`src/rtl/mips_multicycle_ctrl.sv`:
```
// ---------------------------------------------------------------------------
// mips_multicycle_ctrl
//   Multi-cycle MIPS control sequencer. Steps one instruction at a time
//   through FETCH/DECODE/execute/memory/write-back states and decodes the
//   datapath control lines from the current state plus mem_ready and zero.
//   Supports R-type, lw, sw and beq. Memory states use a req/ready handshake
//   guarded by a watchdog; an illegal opcode or a watchdog expiry parks the
//   sequencer in TRAP until reset.
//
// Ports
//   clk, rst_n          clock (rising edge), async active-low reset
//   op[5:0]             opcode field from the instruction register
//   zero                ALU zero flag (beq decision)
//   mem_ready           memory completes the current request this cycle
//   mem_req, mem_we     memory request / write qualifier
//   i_or_d              memory address source (0 PC, 1 ALUOut)
//   ir_write, pc_en     IR load / PC load pulses
//   pc_source           PC source (0 ALU result, 1 ALUOut)
//   alu_src_a/b, alu_op ALU operand and operation selects
//   reg_dst, mem_to_reg, reg_write  register file write controls
//   instr_done          pulse in the final cycle of each instruction
//   illegal_op          sticky: unsupported opcode decoded
//   mem_timeout         sticky: memory watchdog expired
//   state[3:0]          current state code (debug)
// ---------------------------------------------------------------------------
module mips_multicycle_ctrl #(
   parameter int MEM_TIMEOUT = 16
) (
   input  logic       clk,
   input  logic       rst_n,
   input  logic [5:0] op,
   input  logic       zero,
   input  logic       mem_ready,
   output logic       mem_req,
   output logic       mem_we,
   output logic       i_or_d,
   output logic       ir_write,
   output logic       pc_en,
   output logic       pc_source,
   output logic       alu_src_a,
   output logic [1:0] alu_src_b,
   output logic [1:0] alu_op,
   output logic       reg_dst,
   output logic       mem_to_reg,
   output logic       reg_write,
   output logic       instr_done,
   output logic       illegal_op,
   output logic       mem_timeout,
   output logic [3:0] state
);

   typedef enum logic [3:0] {
      S_INIT      = 4'd0,
      S_FETCH     = 4'd1,
      S_DECODE    = 4'd2,
      S_MEM_ADDR  = 4'd3,
      S_MEM_READ  = 4'd4,
      S_MEM_WB    = 4'd5,
      S_MEM_WRITE = 4'd6,
      S_EXECUTE   = 4'd7,
      S_R_WB      = 4'd8,
      S_BRANCH    = 4'd9,
      S_TRAP      = 4'd15
   } state_t;

   localparam logic [5:0] OP_RTYPE = 6'b000000;
   localparam logic [5:0] OP_LW    = 6'b100011;
   localparam logic [5:0] OP_SW    = 6'b101011;
   localparam logic [5:0] OP_BEQ   = 6'b000100;

   // A zero timeout still needs a one-bit counter to keep widths legal;
   // the compare is gated off in that case.
   localparam int CW = (MEM_TIMEOUT > 0) ? $clog2(MEM_TIMEOUT + 1) : 1;
   localparam logic [CW-1:0] CNT_LAST = CW'((MEM_TIMEOUT > 0) ? MEM_TIMEOUT - 1 : 0);
   localparam bit WD_EN = (MEM_TIMEOUT > 0);

   state_t        state_q, state_d;
   logic [CW-1:0] wait_cnt_q, wait_cnt_d;
   logic          illegal_q, illegal_d;
   logic          timeout_q, timeout_d;
   logic          wd_expire;
   logic          in_mem_q, in_mem_d;

   always_ff @(posedge clk or negedge rst_n) begin
      if (!rst_n) begin
         state_q    <= S_INIT;
         wait_cnt_q <= '0;
         illegal_q  <= 1'b0;
         timeout_q  <= 1'b0;
      end else begin
         state_q    <= state_d;
         wait_cnt_q <= wait_cnt_d;
         illegal_q  <= illegal_d;
         timeout_q  <= timeout_d;
      end
   end

   // Watchdog fires on the last allowed wait cycle; a same-cycle ready wins
   // because each memory state checks mem_ready before wd_expire.
   assign wd_expire = WD_EN && (wait_cnt_q == CNT_LAST) && !mem_ready;

   always_comb begin
      state_d    = state_q;
      illegal_d  = illegal_q;
      timeout_d  = timeout_q;
      mem_req    = 1'b0;
      mem_we     = 1'b0;
      i_or_d     = 1'b0;
      ir_write   = 1'b0;
      pc_en      = 1'b0;
      pc_source  = 1'b0;
      alu_src_a  = 1'b0;
      alu_src_b  = 2'b00;
      alu_op     = 2'b00;
      reg_dst    = 1'b0;
      mem_to_reg = 1'b0;
      reg_write  = 1'b0;
      instr_done = 1'b0;
      unique case (state_q)
         S_INIT: state_d = S_FETCH;
         S_FETCH: begin
            mem_req   = 1'b1;
            alu_src_b = 2'b01;
            if (mem_ready) begin
               ir_write = 1'b1;
               pc_en    = 1'b1;
               state_d  = S_DECODE;
            end else if (wd_expire) begin
               state_d   = S_TRAP;
               timeout_d = 1'b1;
            end
         end
         S_DECODE: begin
            // Branch target is precomputed into ALUOut here.
            alu_src_b = 2'b11;
            if (op == OP_LW || op == OP_SW) state_d = S_MEM_ADDR;
            else if (op == OP_RTYPE)        state_d = S_EXECUTE;
            else if (op == OP_BEQ)          state_d = S_BRANCH;
            else begin
               state_d   = S_TRAP;
               illegal_d = 1'b1;
            end
         end
         S_MEM_ADDR: begin
            alu_src_a = 1'b1;
            alu_src_b = 2'b10;
            // IR is not written here, so op still holds the decoded opcode.
            if (op == OP_LW)      state_d = S_MEM_READ;
            else if (op == OP_SW) state_d = S_MEM_WRITE;
            else begin
               state_d   = S_TRAP;
               illegal_d = 1'b1;
            end
         end
         S_MEM_READ: begin
            mem_req = 1'b1;
            i_or_d  = 1'b1;
            if (mem_ready) state_d = S_MEM_WB;
            else if (wd_expire) begin
               state_d   = S_TRAP;
               timeout_d = 1'b1;
            end
         end
         S_MEM_WB: begin
            reg_write  = 1'b1;
            mem_to_reg = 1'b1;
            instr_done = 1'b1;
            state_d    = S_FETCH;
         end
         S_MEM_WRITE: begin
            mem_req = 1'b1;
            mem_we  = 1'b1;
            i_or_d  = 1'b1;
            if (mem_ready) begin
               instr_done = 1'b1;
               state_d    = S_FETCH;
            end else if (wd_expire) begin
               state_d   = S_TRAP;
               timeout_d = 1'b1;
            end
         end
         S_EXECUTE: begin
            alu_src_a = 1'b1;
            alu_op    = 2'b10;
            state_d   = S_R_WB;
         end
         S_R_WB: begin
            reg_write  = 1'b1;
            reg_dst    = 1'b1;
            instr_done = 1'b1;
            state_d    = S_FETCH;
         end
         S_BRANCH: begin
            alu_src_a  = 1'b1;
            alu_op     = 2'b01;
            pc_source  = 1'b1;
            pc_en      = zero;
            instr_done = 1'b1;
            state_d    = S_FETCH;
         end
         S_TRAP: state_d = S_TRAP;
         default: state_d = S_TRAP;
      endcase
   end

   // Wait counter: cleared on any ready cycle and on entry to a memory
   // state, counts not-ready cycles while in one.
   assign in_mem_q = (state_q == S_FETCH) || (state_q == S_MEM_READ) || (state_q == S_MEM_WRITE);
   assign in_mem_d = (state_d == S_FETCH) || (state_d == S_MEM_READ) || (state_d == S_MEM_WRITE);

   always_comb begin
      wait_cnt_d = wait_cnt_q;
      if (mem_ready)                          wait_cnt_d = '0;
      else if (in_mem_d && state_d != state_q) wait_cnt_d = '0;
      else if (in_mem_q)                      wait_cnt_d = wait_cnt_q + CW'(1);
   end

   assign illegal_op  = illegal_q;
   assign mem_timeout = timeout_q;
   assign state       = state_q;

endmodule
```
`config.mk`:
```
export PLATFORM = sky130hd
export DESIGN_NAME = mips_multicycle_ctrl
export DESIGN_NICKNAME = d
export VERILOG_FILES = /design/src/rtl/mips_multicycle_ctrl.sv
export SDC_FILE = /design/constraint.sdc
export NUM_CORES = 1
export LEC_CHECK = 0
export CAP_MARGIN = 20
export CELL_PAD_IN_SITES_DETAIL_PLACEMENT = 0
export CELL_PAD_IN_SITES_GLOBAL_PLACEMENT = 1
export CORE_MARGIN = 2
export CORE_UTILIZATION = 32
export CTS_CLUSTER_SIZE = 10
export DETAILED_ROUTE_END_ITERATION = 10
export GPL_TIMING_DRIVEN = 0
export PLACE_DENSITY_LB_ADDON = 0.1
export SLEW_MARGIN = 10
export SYNTH_ARGS = -nofsm -noshare
export SYNTH_HDL_FRONTEND = slang
export SYNTH_SLANG_ARGS = --single-unit
```
`constraint.sdc`:
```
create_clock -name clk -period 3.21 [get_ports clk]
set_input_delay 0.321 -clock clk [delete_from_list [all_inputs] [get_ports clk]]
set_output_delay 0.321 -clock clk [all_outputs]
set_load 0.02 [all_outputs]
```
==> results.cfg <==
[clock_network]
postCtsResizedCells = 0
cts_setup_buffers = 0
clk_latency_ps = 270
ctsHoldBuffers = 0
clkSinkCount = 11
cts_max_path_buffers = 2
numCtsBuffers = 3
cts-root-buf = clkbuf_4
cts_tree = done
cts_max_level = 1
clk_pin_slew_worst_paths_ps = 70

[global_route]
grt_pass1_vias = 922
antenna_found_initial = 0
grt_pass1_wl_um = 4330
overflow = 0
grt_usage_pct = 16.2
grt_max_degree = 12

[logic_synthesis]
avgSynthCellArea_um2 = 8.34
synth_xor_area_share_pct = 2.79
ys_async_sr_fraction_pct = 100
synth_top_family_by_area = simple AND/OR/NAND/NOR gates
synth_fa_ha_area_share_pct = 2.66
synth_simple_gate_area_share_pct = 30.9
synth-seq-cells = 11
ys_seq_area_share_pct = 29.2
ys_warn_count = 0
synth_compound_area_share_pct = 23.5
netlist_area_um2 = 942
synth.mux.area_fraction_pct = 1.59
ys.flop_type = dfrtp_1
ys_types = 44
synthCells = 113
synth_nets = 125
synth-edff-count = 0

[setup_path]
critical_path_class = reg -> reg
crit_family = compound AO/OA/AOI/OAI gates
cp-start-kind = register
crit_buf_inv = 0
worstPathRequired_ps = 3350
cp_max_fo = 5
cp-end-kind = register
cpMostUsedCell = ha_1
cp.arrival_ps = 2770
critPathSlowestCell = dfrtp_1
max_stage_delay_ps = 410
crit_chain = ha_1, and3_1, ha_1, nor3b_1, o21ai_0, a21oi_1, a221oi_2, mux2_4, a211oi_2, nor3_1

[timing]
finClkSkew_ps = 6.60
fmax_ghz = 0.380
setup_tns_ps = 0
drv_slew = 0
rsz0062_at_grt = false
hold_viol = 0
slew_headroom_pct = 67.5
fin_crit_ps = 2630
layout_worst_path_cycle_share_pct = 82.0
worst_pin_slew_ps = 486
setup_viol = 0

[power]
p_leak_nw = 0.522
p_int_mw = 0.201
pwr-share-clk_pct = 35.7
combPwrFrac_pct = 10.8
power_density_nw_per_um2 = 199
vdd_drop_max_uv = 246
p_switching_mw = 0.0587
seqPwrFrac_pct = 53.5
power.total_mw = 0.260
switching_share_pct = 22.6

[route]
via_per_inst = 5.37
dr.pass1.iters = 4
wl_per_cell_um = 14.1
drc_errors = 0
vias = 955
first_iter_violations = 10
wirelength_um = 2510
antenna_left = 0

[final_layout]
fin_area_um2 = 1310
diodes = 0
final_cell_mix = clkdlybuf4s50_1, nor2_1, dfrtp_1
drive_above_1_share_pct = 15.6
nFillCells = 309
final_nets = 160
area_growth_pct = 38.8
final_common_cell = clkdlybuf4s50_1

[placed_design]
portBuffers = 30
place_area_um2 = 1280
dp_hpwl_um = 1970
routabilityCongestion = 0.772

[floorplan]
core-area_um2 = 2780
fp.dieH_um = 58.3
boundaryPins = 31
initial_utilization_pct = 33.9
rows = 19
fp.dieArea_um2 = 3390
die_x_um = 58.3

[status]
outcome = complete, no violations

[worst_hold_path]
worst_hold_path_type = in -> async

[flow_run]
drv_cap = 0
[final timing paths]
kind / cells past startpoint / to / slack [ps] / start
hold reg to reg: 1 / mem_timeout / 470 / mem_timeout
max in group asynchronous: 1 / wait_cnt_q[2] / 2500 / rst_n
hold / removal: 1 / state[0] / 380 / rst_n
min in group clk: 1 / mem_timeout / 470 / mem_timeout
setup reg to reg: 10 / wait_cnt_q[2] / 580 / wait_cnt_q[0]
setup / recovery: 10 / wait_cnt_q[2] / 580 / wait_cnt_q[0]
[stage by stage]
stage / std cells / utilization (%) / setup WS [ps] / hold WS [ps]
after floorplan: 113 / - / 847 / 25.4
after global placement: 174 / 46.1 / 583 / 442
after detailed placement: 174 / 46.1 / 584 / 453
after CTS: 178 / 47.0 / 576 / 395
after global routing: 178 / 47.0 / 395 / 413
final: 178 / 47.0 / 579 / 380
[layout make-up]
type,count,area (µm²),area share (%)
inverters,7,26.3,2.01
multi-input cells,88,579,44.3
clock buffers,4,26.3,2.01
flip-flops and latches,11,275,21.1
plain buffers,7,61.3,4.69
well taps,31,38.8,2.97
repair buffers,30,300,23.0
[power by group through the flow]
stage | clock network [mW] | logic (mW) | registers [mW]
2_1_floorplan | 0 | 0.00753 | 0.142
3_3_place_gp | 0 | 0.0282 | 0.142
3_5_place_dp | 0 | 0.0286 | 0.142
4_1_cts | 0.0988 | 0.0287 | 0.139
5_1_grt | 0.108 | 0.0307 | 0.139
6_report | 0.0928 | 0.0281 | 0.139
[per-layer routing]
metal | track usage, % | up-vias | routed length, µm
met5 | 0 | - | 0
met4 | 0.997 | 0 | 12
met3 | 4.46 | 2 | 169
met2 | 25.2 | 33 | 1080
met1 | 23.4 | 442 | 1250
li1 | - | 478 | -
[worst reg2reg max path, cell delays in order, from the launching register on]
cell and delay [ps]:
dfrtp_1 410, ha_1 220, and3_1 180, ha_1 240, nor3b_1 160, o21ai_0 150
a21oi_1 100, a221oi_2 280, mux2_4 340, a211oi_2 330, nor3_1 90
[logic make-up (layout without fill, tap and decap cells)]
group	after synthesis	in the layout
AND/OR/NAND/NOR	54	54
AO/OA/AOI/OAI	28	28
XOR/XNOR	3	3
adder cells (fa/ha/maj)	2	2
multiplexers	1	1
flip-flops	11	11
buffers and inverters	14	48
[registers in the layout, indices dropped and copies added, names as in the netlist]
signal and cells:
state 4, wait_cnt_q 5, illegal_op 1, mem_timeout 1
[synth_stat cells (all sizes together), types with 2 or more instances]
cell type | n | share of area [%]
a21o | 2 | 1.6
a21oi | 6 | 3.6
a221oi | 3 | 4.1
a31oi | 2 | 1.3
and2 | 2 | 1.6
and3 | 3 | 2.0
buf | 7 | 6.5
dfrtp | 11 | 29
ha | 2 | 2.7
inv | 7 | 2.8
nand2 | 9 | 3.6
nand2b | 2 | 1.3
nand3 | 3 | 1.6
nand4 | 2 | 2.0
nor2 | 16 | 6.6
nor2b | 3 | 2.0
nor3 | 8 | 4.2
nor4 | 3 | 3.6
o21ai | 4 | 2.5
o311ai | 2 | 1.9
o41ai | 2 | 1.9
xnor2 | 2 | 1.9
Power figures use the tool's default switching activity.
